`config.mk`:
```
export PLATFORM = sky130hd
export DESIGN_NAME = rom_loader
export DESIGN_NICKNAME = d
export VERILOG_FILES = /design/src/rtl/rom_loader.sv
export SDC_FILE = /design/constraint.sdc
export NUM_CORES = 1
export LEC_CHECK = 0
export ABC_CLOCK_PERIOD_IN_PS = 3400
export BUFFER_PORTS_ARGS = -buffer_cell sky130_fd_sc_hd__buf_2
export CORE_MARGIN = 4
export CORE_UTILIZATION = 55
export DETAILED_ROUTE_END_ITERATION = 10
export HOLD_SLACK_MARGIN = 0.15
export PLACE_DENSITY = 0.83
export SYNTH_ARGS = -nofsm -noshare
export SYNTH_HDL_FRONTEND = slang
export SYNTH_SLANG_ARGS = --single-unit
```
`constraint.sdc`:
```
create_clock -name clk -period 3.4 [get_ports clk]
set_input_delay 0.34 -clock clk [delete_from_list [all_inputs] [get_ports clk]]
set_output_delay 0.34 -clock clk [all_outputs]
set_load 0.05 [all_outputs]
```
`src/rtl/rom_loader.sv`:
```
// rom_loader -- writes a downloaded, concatenated ROM image into five 2764
// (8 KiB) images: 1F, 1H, 1K, 1L, 1N, in that address order.
//
// Parameters
//   WRITE_CYCLES  clk cycles each rom_we pulse is held (1..15)
// Ports
//   clk, reset        system clock, asynchronous active-high reset
//   dl_active         download session in progress (session opens on rise)
//   dl_wr             single-cycle byte strobe
//   dl_addr, dl_data  byte offset in the concatenated image, byte value
//   dl_wait           loader is mid-write and drops any strobe
//   rom_we            one-hot write enable (bit0 1F .. bit4 1N)
//   rom_addr,rom_data address within the selected image, byte to write
//   busy              session open
//   done, error       last session completed / had a fault
//   checksum          mod-65536 sum of accepted bytes
// Configuration
//   ROM_LOADER_CHECKSUM_EN  defined: checksum accumulates; undefined: tied 0
module rom_loader #(
  parameter int WRITE_CYCLES = 2
) (
  input  logic        clk,
  input  logic        reset,
  input  logic        dl_active,
  input  logic        dl_wr,
  input  logic [15:0] dl_addr,
  input  logic [7:0]  dl_data,
  output logic        dl_wait,
  output logic [4:0]  rom_we,
  output logic [12:0] rom_addr,
  output logic [7:0]  rom_data,
  output logic        busy,
  output logic        done,
  output logic        error,
  output logic [15:0] checksum
);

  typedef enum logic [1:0] {IDLE, ARMED, WRITE, DONE} state_t;

  localparam logic [16:0] IMAGE_BYTES = 17'd40960;
  localparam logic [15:0] IMAGE_END   = 16'hA000;
  localparam logic [3:0]  WC_LAST     = 4'(WRITE_CYCLES - 1);

  state_t      state;
  logic        act_q;
  logic [16:0] byte_cnt;
  logic [3:0]  wcnt;

  logic rise, sess_start, accept;

  assign rise       = dl_active & ~act_q;
  assign sess_start = ((state == IDLE) || (state == DONE)) && rise;
  // A falling dl_active in ARMED wins over a same-cycle strobe.
  assign accept     = (state == ARMED) && dl_active && dl_wr && (dl_addr < IMAGE_END);

  always_ff @(posedge clk or posedge reset) begin
    if (reset) begin
      state    <= IDLE;
      // Pretend dl_active was already high so a level held across reset
      // does not look like a fresh rising edge.
      act_q    <= 1'b1;
      byte_cnt <= '0;
      wcnt     <= '0;
      dl_wait  <= 1'b0;
      rom_we   <= '0;
      rom_addr <= '0;
      rom_data <= '0;
      busy     <= 1'b0;
      done     <= 1'b0;
      error    <= 1'b0;
    end else begin
      act_q <= dl_active;
      case (state)
        IDLE, DONE: begin
          if (sess_start) begin
            state    <= ARMED;
            busy     <= 1'b1;
            done     <= 1'b0;
            error    <= 1'b0;
            byte_cnt <= '0;
          end
        end
        ARMED: begin
          if (!dl_active) begin
            state <= DONE;
            busy  <= 1'b0;
            done  <= 1'b1;
            if (byte_cnt != IMAGE_BYTES) error <= 1'b1;
          end else if (dl_wr) begin
            if (accept) begin
              state    <= WRITE;
              rom_we   <= 5'b00001 << dl_addr[15:13];
              rom_addr <= dl_addr[12:0];
              rom_data <= dl_data;
              dl_wait  <= 1'b1;
              wcnt     <= WC_LAST;
              byte_cnt <= byte_cnt + 17'd1;
            end else begin
              error <= 1'b1;
            end
          end
        end
        WRITE: begin
          if (dl_wr) error <= 1'b1;
          if (wcnt == 4'd0) begin
            rom_we  <= '0;
            dl_wait <= 1'b0;
            // A session that ended mid-write closes once the pulse is out.
            if (!dl_active) begin
              state <= DONE;
              busy  <= 1'b0;
              done  <= 1'b1;
              if (byte_cnt != IMAGE_BYTES) error <= 1'b1;
            end else begin
              state <= ARMED;
            end
          end else begin
            wcnt <= wcnt - 4'd1;
          end
        end
        default: state <= IDLE;
      endcase
    end
  end

`ifdef ROM_LOADER_CHECKSUM_EN
  logic [15:0] sum_q;
  always_ff @(posedge clk or posedge reset) begin
    if (reset)           sum_q <= '0;
    else if (sess_start) sum_q <= '0;
    else if (accept)     sum_q <= sum_q + {8'd0, dl_data};
  end
  assign checksum = sum_q;
`else
  assign checksum = '0;
`endif

endmodule
```
==> metrics.md, run 1 <==
| Metric | Value |
|---|---|
| DR pass1 iterations | `4` |
| Peak VDD IR | `0.675 mV` |
| Die area | `6290 um2` |
| Crit path max fanout | `13` |
| Worst-skew pair later-pin latency | `0.31 ns` |
| Port Buffers | `57` |
| Pins Over Slew Limit | `0` |
| Post-synth EDFFs | `0` |
| Hold Buf Count CTS | `0` |
| Flop2flop setup slack | `0.92 ns` |
| Total CTS buffers | `5` |
| H-tree depth | `2` |
| Final Routed Wirelength | `5420 um` |
| Drt wl/cell | `14.4 um` |
| Multi-input gate area | `1270 um2` |
| Max Clock Freq | `403 MHz` |
| Ratio of cells with drive above 1 in the final layout | `32.0%` |
| Hold/Removal Path Class | `in -> reg` |
| GRT overflow | `0` |
| Via count | `2050` |
| Io pins | `74` |
| Vias/cell | `5.45` |
| Overall power | `0.00289 W` |
| Initial core utilization | `58.1%` |
| TritonCTS clock tree | `done` |
| Post_cts resized | `0` |
| Kind of critical path | `reg -> reg` |
| Hold Violations, Final | `0` |
| Slew HR | `28.3%` |
| R2R cell count | `7` |
| Worst EP required | `3.60 ns` |
| Min Tclk post-route | `2.48 ns` |
| Final #Nets | `342` |
| Mapped Cells | `254` |
| Reg2reg start | `state[0]$_DFFE_PP0P_` |
| Synth Warn # | `0` |
| Fillers | `375` |
| Flops & latches, synth | `54` |
| Internal power | `0.00142 W` |
| First-pass GRT wire length | `9080 um` |
| Post-DRT Antenna Nets | `0` |
| Vias in the first global route | `2056` |
| Clk buf depth | `2` |
| Flop pwr share | `33.5%` |
| Area delta synth->final | `12.5%` |
| Sequential area share after synthesis | `48.4%` |
| Post-synth cell types | `50` |
| Status | `complete, no violations` |
| Postcts setup bufs | `0` |
| Async SR Flop Fraction | `100%` |
| Sw Share | `50.9%` |
| Die Y | `79.3 um` |
| GRT Util Overall | `18.2%` |
| FF-to-FF End | `byte_cnt[15]$_DFFE_PP0P_` |
| GP Congestion | `0.763` |
| Mean Syn Cell Area | `11.0 um2` |
| Worst hold path stage count | `2` |
| Core area | `4820 um2` |
| Worst Hold Path EP | `rom_addr[2]$_DFFE_PP0P_` |
| Setup TNS | `0 ns` |
| Clock skew | `0.00756 ns` |
| Pwr per Cell Area | `920 nW/um2` |
| DRC | `0` |
| Worst hold path startpoint | `dl_addr[2]` |
| Sink Count | `54` |
| Cell Area, Synth | `2800 um2` |
| Psw | `0.00147 W` |
| Antenna violations before repair | `0` |
| Clock network power share | `13.2%` |
| Worst setup EP type | `flip-flop` |
| Arr. time, crit path | `2.68 ns` |
| RSZ-0062 raised after global routing | `false` |
| Final setup viols | `0` |
| Cell taking the most area after synthesis | `dfrtp_1` |
| Top cell type's share of synthesized area | `47.4%` |
| Chip Width | `79.3 um` |
| Reg area | `1350 um2` |
| Top-count cell post-synth | `dfrtp_1` |
| Slew @ Worst Pin | `1.07 ns` |
| Post-detail-place hpwl | `3950 um` |
| Clk root buf | `clkbuf_8` |
| Largest net degree at the start of global routing | `55` |
| Logic pwr share | `53.3%` |
| # rows | `25` |
| Pleak | `1.47 nW` |
| Initial DRC count | `167` |
| Ranking of synthesized cells by area | `dfrtp_1 47%, mux2_2 7.7%, buf_4 4.8%, xnor2_1 3.4%, ha_1 2.7%` |
| Synth top cells by count | `53 x dfrtp_1, 19 x mux2_2, 18 x buf_4` |
| Tcrit/Tclk final | `72.9%` |
| Post-synth top flop | `dfrtp_1` |
| Antenna Cells | `0` |
| Max Cap Viol | `0` |
| CP Launch Type | `flip-flop` |
| Clock-pin slew of the registers on the worst-case setup and hold paths | `0.10 ns` |
## stage by stage
step	util, %	std cells	hold WS, ns	instance area (um2)	worst slack, ns
6_report	65.3	376	0.235	3150	0.921
5_1_grt	65.3	376	0.224	3150	0.797
4_1_cts	65.3	376	0.234	3150	0.931
3_5_place_dp	63.3	368	0.469	3050	0.945
3_3_place_gp	63.3	368	0.463	3050	1.10
2_1_floorplan	-	269	0.344	2850	1.63
## flip-flops by register name, summed over array words and instances (netlist names)
register,cells
rom_data,8
dl_wait,1
wcnt,4
rom_addr,13
busy,1
error,1
done,1
act_q,1
byte_cnt,17
rom_we,5
state,2
## area by class of cell
class                      count  area share (%)
clock buffer                   6            2.62
clock inverter                 2           0.517
inverter                      16            1.91
multi-input combinational    174            40.2
sequential                    54            43.0
tap                           67            2.66
timing repair buffer          57            9.07
## worst max path at each step
stage	end	slack [ns]	cells after the start	from
6_report	byte_cnt[15]$_DFFE_PP0P_	0.92	7	state[0]$_DFFE_PP0P_
4_1_cts	byte_cnt[15]$_DFFE_PP0P_	0.93	7	state[0]$_DFFE_PP0P_
3_3_place_gp	byte_cnt[15]$_DFFE_PP0P_	1.10	7	state[0]$_DFFE_PP0P_
3_5_place_dp	byte_cnt[15]$_DFFE_PP0P_	0.95	7	state[0]$_DFFE_PP0P_
5_1_grt	byte_cnt[15]$_DFFE_PP0P_	0.80	7	state[0]$_DFFE_PP0P_
2_1_floorplan	byte_cnt[15]$_DFFE_PP0P_	1.63	7	state[0]$_DFFE_PP0P_
## cell families (layout without fill, tap and decap cells)
group / after synthesis / in the layout / share of synthesized area (%)
simple gates: 72 / 72 / 15.3
mux: 25 / 25 / 9.89
other cells: 1 / 16 / 0.134
buf+inv: 41 / 81 / 8.37
xor+xnor: 11 / 11 / 3.45
flops: 54 / 54 / 48.4
fa+ha+maj: 6 / 6 / 2.68
compound gates: 44 / 44 / 11.9
## layer usage
layer / wire (um) / share of wire, % / vias to the layer above / global-route usage (%)
met1: 2360 / 44 / 985 / 22.6
met5: 0 / 0 / - / 0
met2: 2560 / 47 / 74 / 30.1
li1: - / - / 981 / -
met3: 394 / 7.3 / 10 / 5.10
met4: 106 / 2.0 / 0 / 7.22
## power by group through the flow
stage | Clock, W | Sequential [W] | Combinational [W]
after detailed placement | 0 | 0.000979 | 0.00155
after CTS | 0.000389 | 0.000968 | 0.00155
after global placement | 0 | 0.000968 | 0.00150
final | 0.000383 | 0.000970 | 0.00154
after global routing | 0.000419 | 0.000992 | 0.00165
after floorplan | 0 | 0.00156 | 0.000658
## layout by cell type (no fill, tap or decap), drive strengths merged, types with 2 or more instances in the layout
cell / synthesis / final
clkbuf: 2 / 6
conb: 1 / 16
nor3: 5 / 5
xnor2: 11 / 11
inv: 16 / 17
nor3b: 2 / 2
o211ai: 3 / 3
nand2: 17 / 17
a22o: 3 / 3
dfrtp: 53 / 53
mux2i: 4 / 4
mux2: 21 / 21
and3: 2 / 2
ha: 6 / 6
nor2: 16 / 16
o22ai: 2 / 2
nand4: 4 / 4
and4: 3 / 3
o31ai: 3 / 3
buf: 23 / 57
nand3: 5 / 5
nor4: 7 / 7
o21ai: 14 / 14
nor4b: 5 / 5
nand3b: 2 / 2
a21oi: 8 / 8
a32o: 3 / 3
o2111ai: 2 / 2
## critical path: stages, from the launching register on
cell	delay (ns)
dfrtp_1	0.36
inv_1	0.06
ha_1	0.46
nand2_1	0.24
o211ai_2	0.22
nor2_1	0.72
or2_2	0.23
mux2i_1	0.06
Power figures use the tool's default switching activity.
==> run 2, diff against run 1 <==
Settings changed: ABC_AREA set to 1, ABC_CLOCK_PERIOD_IN_PS 3400 to 2500, CORE_UTILIZATION 55 to 53, PLACE_DENSITY 0.83 to 0.8.
Clock period 3.4 ns to 2.5 ns, I/O delays scaled along.
==> metrics.md, run 2 <==
| Metric | Value |
|---|---|
| Commonest cells after routing, fill and taps aside | `136 x nand2_1, 57 x buf_2, 53 x dfrtp_1, 34 x inv_1, 30 x nor2_1` |
| Peak VDD IR | `0.872 mV (+29%)` |
| Setup TNS | `0 ns (unchanged)` |
| Clk root buf | `clkbuf_8` |
| Post-synth top flop | `dfrtp_1` |
| Clk buf depth | `2 (unchanged)` |
| Slowest cell delay on critical path | `0.37 ns (-0.35 ns)` |
| Sink Count | `54 (unchanged)` |
| R2R cell count | `9 (+2)` |
| Via count | `2678 (+31%)` |
| Sequential area share after synthesis | `46.1% (-2.3 points)` |
| FF-to-FF End | `byte_cnt[16]$_DFFE_PP0P_` |
| Clock skew | `0.00951 ns (+0.00195 ns)` |
| Dpl cell area | `3230 um2 (+6.0%)` |
| Critical-path cell list | `inv_1, ha_1, inv_1, a21oi_1, nand2_1, a21oi_4, buf_4, nand4_1, o21ai_1` |
| Die Y | `82.4 um (+3.9%)` |
| Vias/cell | `4.97 (-8.9%)` |
| Largest net degree at the start of global routing | `55 (unchanged)` |
| Cell taking the most area after synthesis | `dfrtp_1` |
| Largest register FFs | `17 (unchanged)` |
| # rows | `26 (+4.0%)` |
| GP Congestion | `0.890 (+17%)` |
| Post-synth cell types | `31 (-38%)` |
| Final setup viols | `0 (unchanged)` |
| Mapped Cells | `386 (+52%)` |
| Pins Over Slew Limit | `0 (unchanged)` |
| Cell Area, Synth | `2940 um2 (+5.0%)` |
| DRC | `0 (unchanged)` |
| Top-count cell post-synth | `nand2_1` |
| Postcts setup bufs | `0 (unchanged)` |
| Flop pwr share | `34.1% (+0.6 points)` |
| Post-synth EDFFs | `0 (unchanged)` |
| Met2 GRT Util | `32.9% (+2.8 points)` |
| Mean Syn Cell Area | `7.61 um2 (-31%)` |
| Synth Warn # | `0 (unchanged)` |
| H-tree depth | `2 (unchanged)` |
| Io pins | `74 (unchanged)` |
| Worst hold path stage count | `3 (+1)` |
| Core area | `5240 um2 (+8.7%)` |
| Antenna Cells | `0 (unchanged)` |
| GR Util met1 | `31.4% (+8.8 points)` |
| Area delta synth->final | `21.1%` |
| Reg area | `1350 um2 (unchanged)` |
| First-pass GRT wire length | `11700 um (+29%)` |
| Worst hold path startpoint | `dl_addr[13]` |
| Layer with the highest usage | `met2` |
| Pre-CTS WS | `0.602 ns (-0.343 ns)` |
| Async SR Flop Fraction | `100% (unchanged)` |
| Met3 Usage GRT | `6.18% (+1.1 points)` |
| Pwr per Cell Area | `1280 nW/um2 (+40%)` |
| Clock network power share | `11.5% (-1.7 points)` |
| Worst EP required | `2.75 ns (-0.85 ns)` |
| Pleak | `1.87 nW (+27%)` |
| Commonest non-fill, non-tap cell in the layout | `nand2_1` |
| Internal power | `0.00211 W (+49%)` |
| GRT Util Overall | `22.2% (+3.9 points)` |
| Max Clock Freq | `515 MHz (+28%)` |
| Hold Violations, Final | `0 (unchanged)` |
| Post-detail-place hpwl | `4590 um (+16%)` |
| Worst setup EP type | `flip-flop` |
| Drt wl/cell | `12.6 um (-12%)` |
| Initial core utilization | `56.1% (-2.0 points)` |
| CP Launch Type | `flip-flop` |
| Reg2reg start | `state[0]$_DFFE_PP0P_` |
| Tcrit/Tclk final | `77.6% (+4.7 points)` |
| Worst-skew pair later-pin latency | `0.32 ns (about the same)` |
| Vias in the first global route | `2621 (+27%)` |
| CP top delay family | `compound AO/OA/AOI/OAI gates` |
| Logic pwr share | `54.4% (+1.1 points)` |
| Final Instance Area | `3560 um2 (+13%)` |
| Slowest-stage cell, CP | `dfrtp_1` |
| Buf/Inv on CP | `3 (+2)` |
| Fillers | `428 (+14%)` |
| Post_cts resized | `0 (unchanged)` |
| Regs by FF count | `byte_cnt x17, rom_addr x13, rom_data x8` |
| Chip Width | `82.4 um (+3.9%)` |
| Crit path max fanout | `13 (unchanged)` |
| DR pass1 iterations | `5 (+1)` |
| Port Buffers | `57 (unchanged)` |
| Kind of critical path | `reg -> reg` |
| Clock-pin slew of the registers on the worst-case setup and hold paths | `0.11 ns (about the same)` |
| Min Tclk post-route | `1.94 ns (-0.538 ns)` |
| Sw Share | `53.8% (+2.9 points)` |
| GRT overflow | `0 (unchanged)` |
| Total CTS buffers | `5 (unchanged)` |
| Final Routed Wirelength | `6800 um (+25%)` |
| Die area | `6800 um2 (+8.0%)` |
| Worst Slack Setup Final | `0.559 ns (-0.362 ns)` |
| Multi-input gate area | `1330 um2 (+4.8%)` |
| Overall power | `0.00457 W (+58%)` |
| Slew @ Worst Pin | `0.674 ns (-0.401 ns)` |
| Ranking of synthesized cells by area | `dfrtp_1 45%, nand2_1 17%, buf_4 4.6%, inv_1 4.5%, nand4_1 4.5%` |
| Psw | `0.00246 W (+67%)` |
| Max Cap Viol | `0 (unchanged)` |
| Hold Buf Count CTS | `23 (+23)` |
| Slew HR | `55.1% (+27 points)` |
| Top cell type's share of synthesized area | `45.2% (-2.3 points)` |
| Flop2flop setup slack | `0.56 ns (-0.36 ns)` |
| Ratio of cells with drive above 1 in the final layout | `18.6% (-13 points)` |
| Final #Nets | `502 (+47%)` |
| Hold/Removal Path Class | `in -> reg` |
| Flops & latches, synth | `54 (unchanged)` |
| RSZ-0062 raised after global routing | `false` |
| Arr. time, crit path | `2.19 ns (-0.49 ns)` |
| Post-DRT Antenna Nets | `0 (unchanged)` |
| TritonCTS clock tree | `done` |
| Status | `complete, no violations` |
| Initial DRC count | `171 (+2.4%)` |
| Worst Hold Path EP | `rom_we[1]$_DFFE_PP0P_` |
| Synth top cells by count | `136 x nand2_1, 53 x dfrtp_1, 35 x inv_1, 30 x nor2_1, 21 x nand4_1` |
| Most used cell, CP | `inv_1` |
| Most flops, register | `byte_cnt` |
| Antenna violations before repair | `0 (unchanged)` |
-- run 2: cell types whose count changed in the layout (fill, tap and decap cells not counted), sizes merged, moves of 7 or more --
cell	delta
inv	+22
o21ai	+15
mux2	-21
nor4	-7
xnor2	-10
dlygate4sd3	+23
nand3	+14
nand4	+17
nand2	+123
nor2	+17
-- run 2: power by group through the flow --
| stage | sequential (W) | clock, W | combinational, W |
|---|---|---|---|
| after floorplan | 0.00225 | 0 | 0.00122 |
| after global placement | 0.00155 | 0 | 0.00239 |
| after detailed placement | 0.00155 | 0 | 0.00245 |
| after CTS | 0.00154 | 0.000542 | 0.00247 |
| after global routing | 0.00161 | 0.000589 | 0.00275 |
| final | 0.00156 | 0.000526 | 0.00248 |
-- run 2: final cells by class --
type / instances / area share (%)
Timing Repair Buffer: 85 / 15.6
Sequential cell: 54 / 38.0
Clock inverter: 3 / 0.774
Clock buffer: 5 / 1.94
Tap cell: 70 / 2.46
Inverter: 37 / 3.91
Multi-Input combinational cell: 285 / 37.3
-- run 2: worst max path at each step --
stage / start / to / slack (ns) / cells after the start
after floorplan: reset / busy$_DFFE_PP0P_ / 0.94 / 1
after global placement: state[0]$_DFFE_PP0P_ / byte_cnt[12]$_DFFE_PP0P_ / 0.67 / 9
after detailed placement: state[0]$_DFFE_PP0P_ / byte_cnt[12]$_DFFE_PP0P_ / 0.60 / 9
after CTS: state[0]$_DFFE_PP0P_ / byte_cnt[9]$_DFFE_PP0P_ / 0.57 / 9
after global routing: state[0]$_DFFE_PP0P_ / byte_cnt[9]$_DFFE_PP0P_ / 0.31 / 9
final: state[0]$_DFFE_PP0P_ / byte_cnt[16]$_DFFE_PP0P_ / 0.56 / 9
-- run 2: kinds of logic (layout without fill, tap and decap cells) --
| kind of cell | Yosys count | count (layout) | share of synthesized area, % |
|---|---|---|---|
| simple gates | 223 | 223 | 32.4 |
| compound gates | 38 | 38 | 7.58 |
| xor+xnor | 2 | 2 | 0.597 |
| buf+inv | 62 | 130 | 10.7 |
| other cells | 1 | 16 | 0.128 |
| fa+ha+maj | 6 | 6 | 2.56 |
| flops | 54 | 54 | 46.1 |
-- run 2: through the flow --
| stage | utilization [%] | hold slack, ns | cells |
|---|---|---|---|
| 6_report | 67.9 | 0.202 | 539 |
| 5_1_grt | 67.9 | 0.200 | 539 |
| 4_1_cts | 67.9 | 0.196 | 539 |
| 3_5_place_dp | 61.7 | 0.437 | 508 |
| 3_3_place_gp | 61.7 | 0.430 | 508 |
| 2_1_floorplan | - | 0.254 | 401 |
-- run 2: routing by layer --
layer  share of wire [%]  wire length, um
met1                  46             3140
met2                  44             2970
met3                 8.9              607
met4                 1.2               85
met5                   0                0
-- run 2: worst reg2reg max path: cells and delay by family (launching register included) --
kind | cells | cell delay [ns]
DFF | 1 | 0.37
AOI/OAI and AO/OA | 3 | 0.52
adders and majority gates | 1 | 0.36
buffers and inverters | 3 | 0.42
and+or+nand+nor | 2 | 0.20
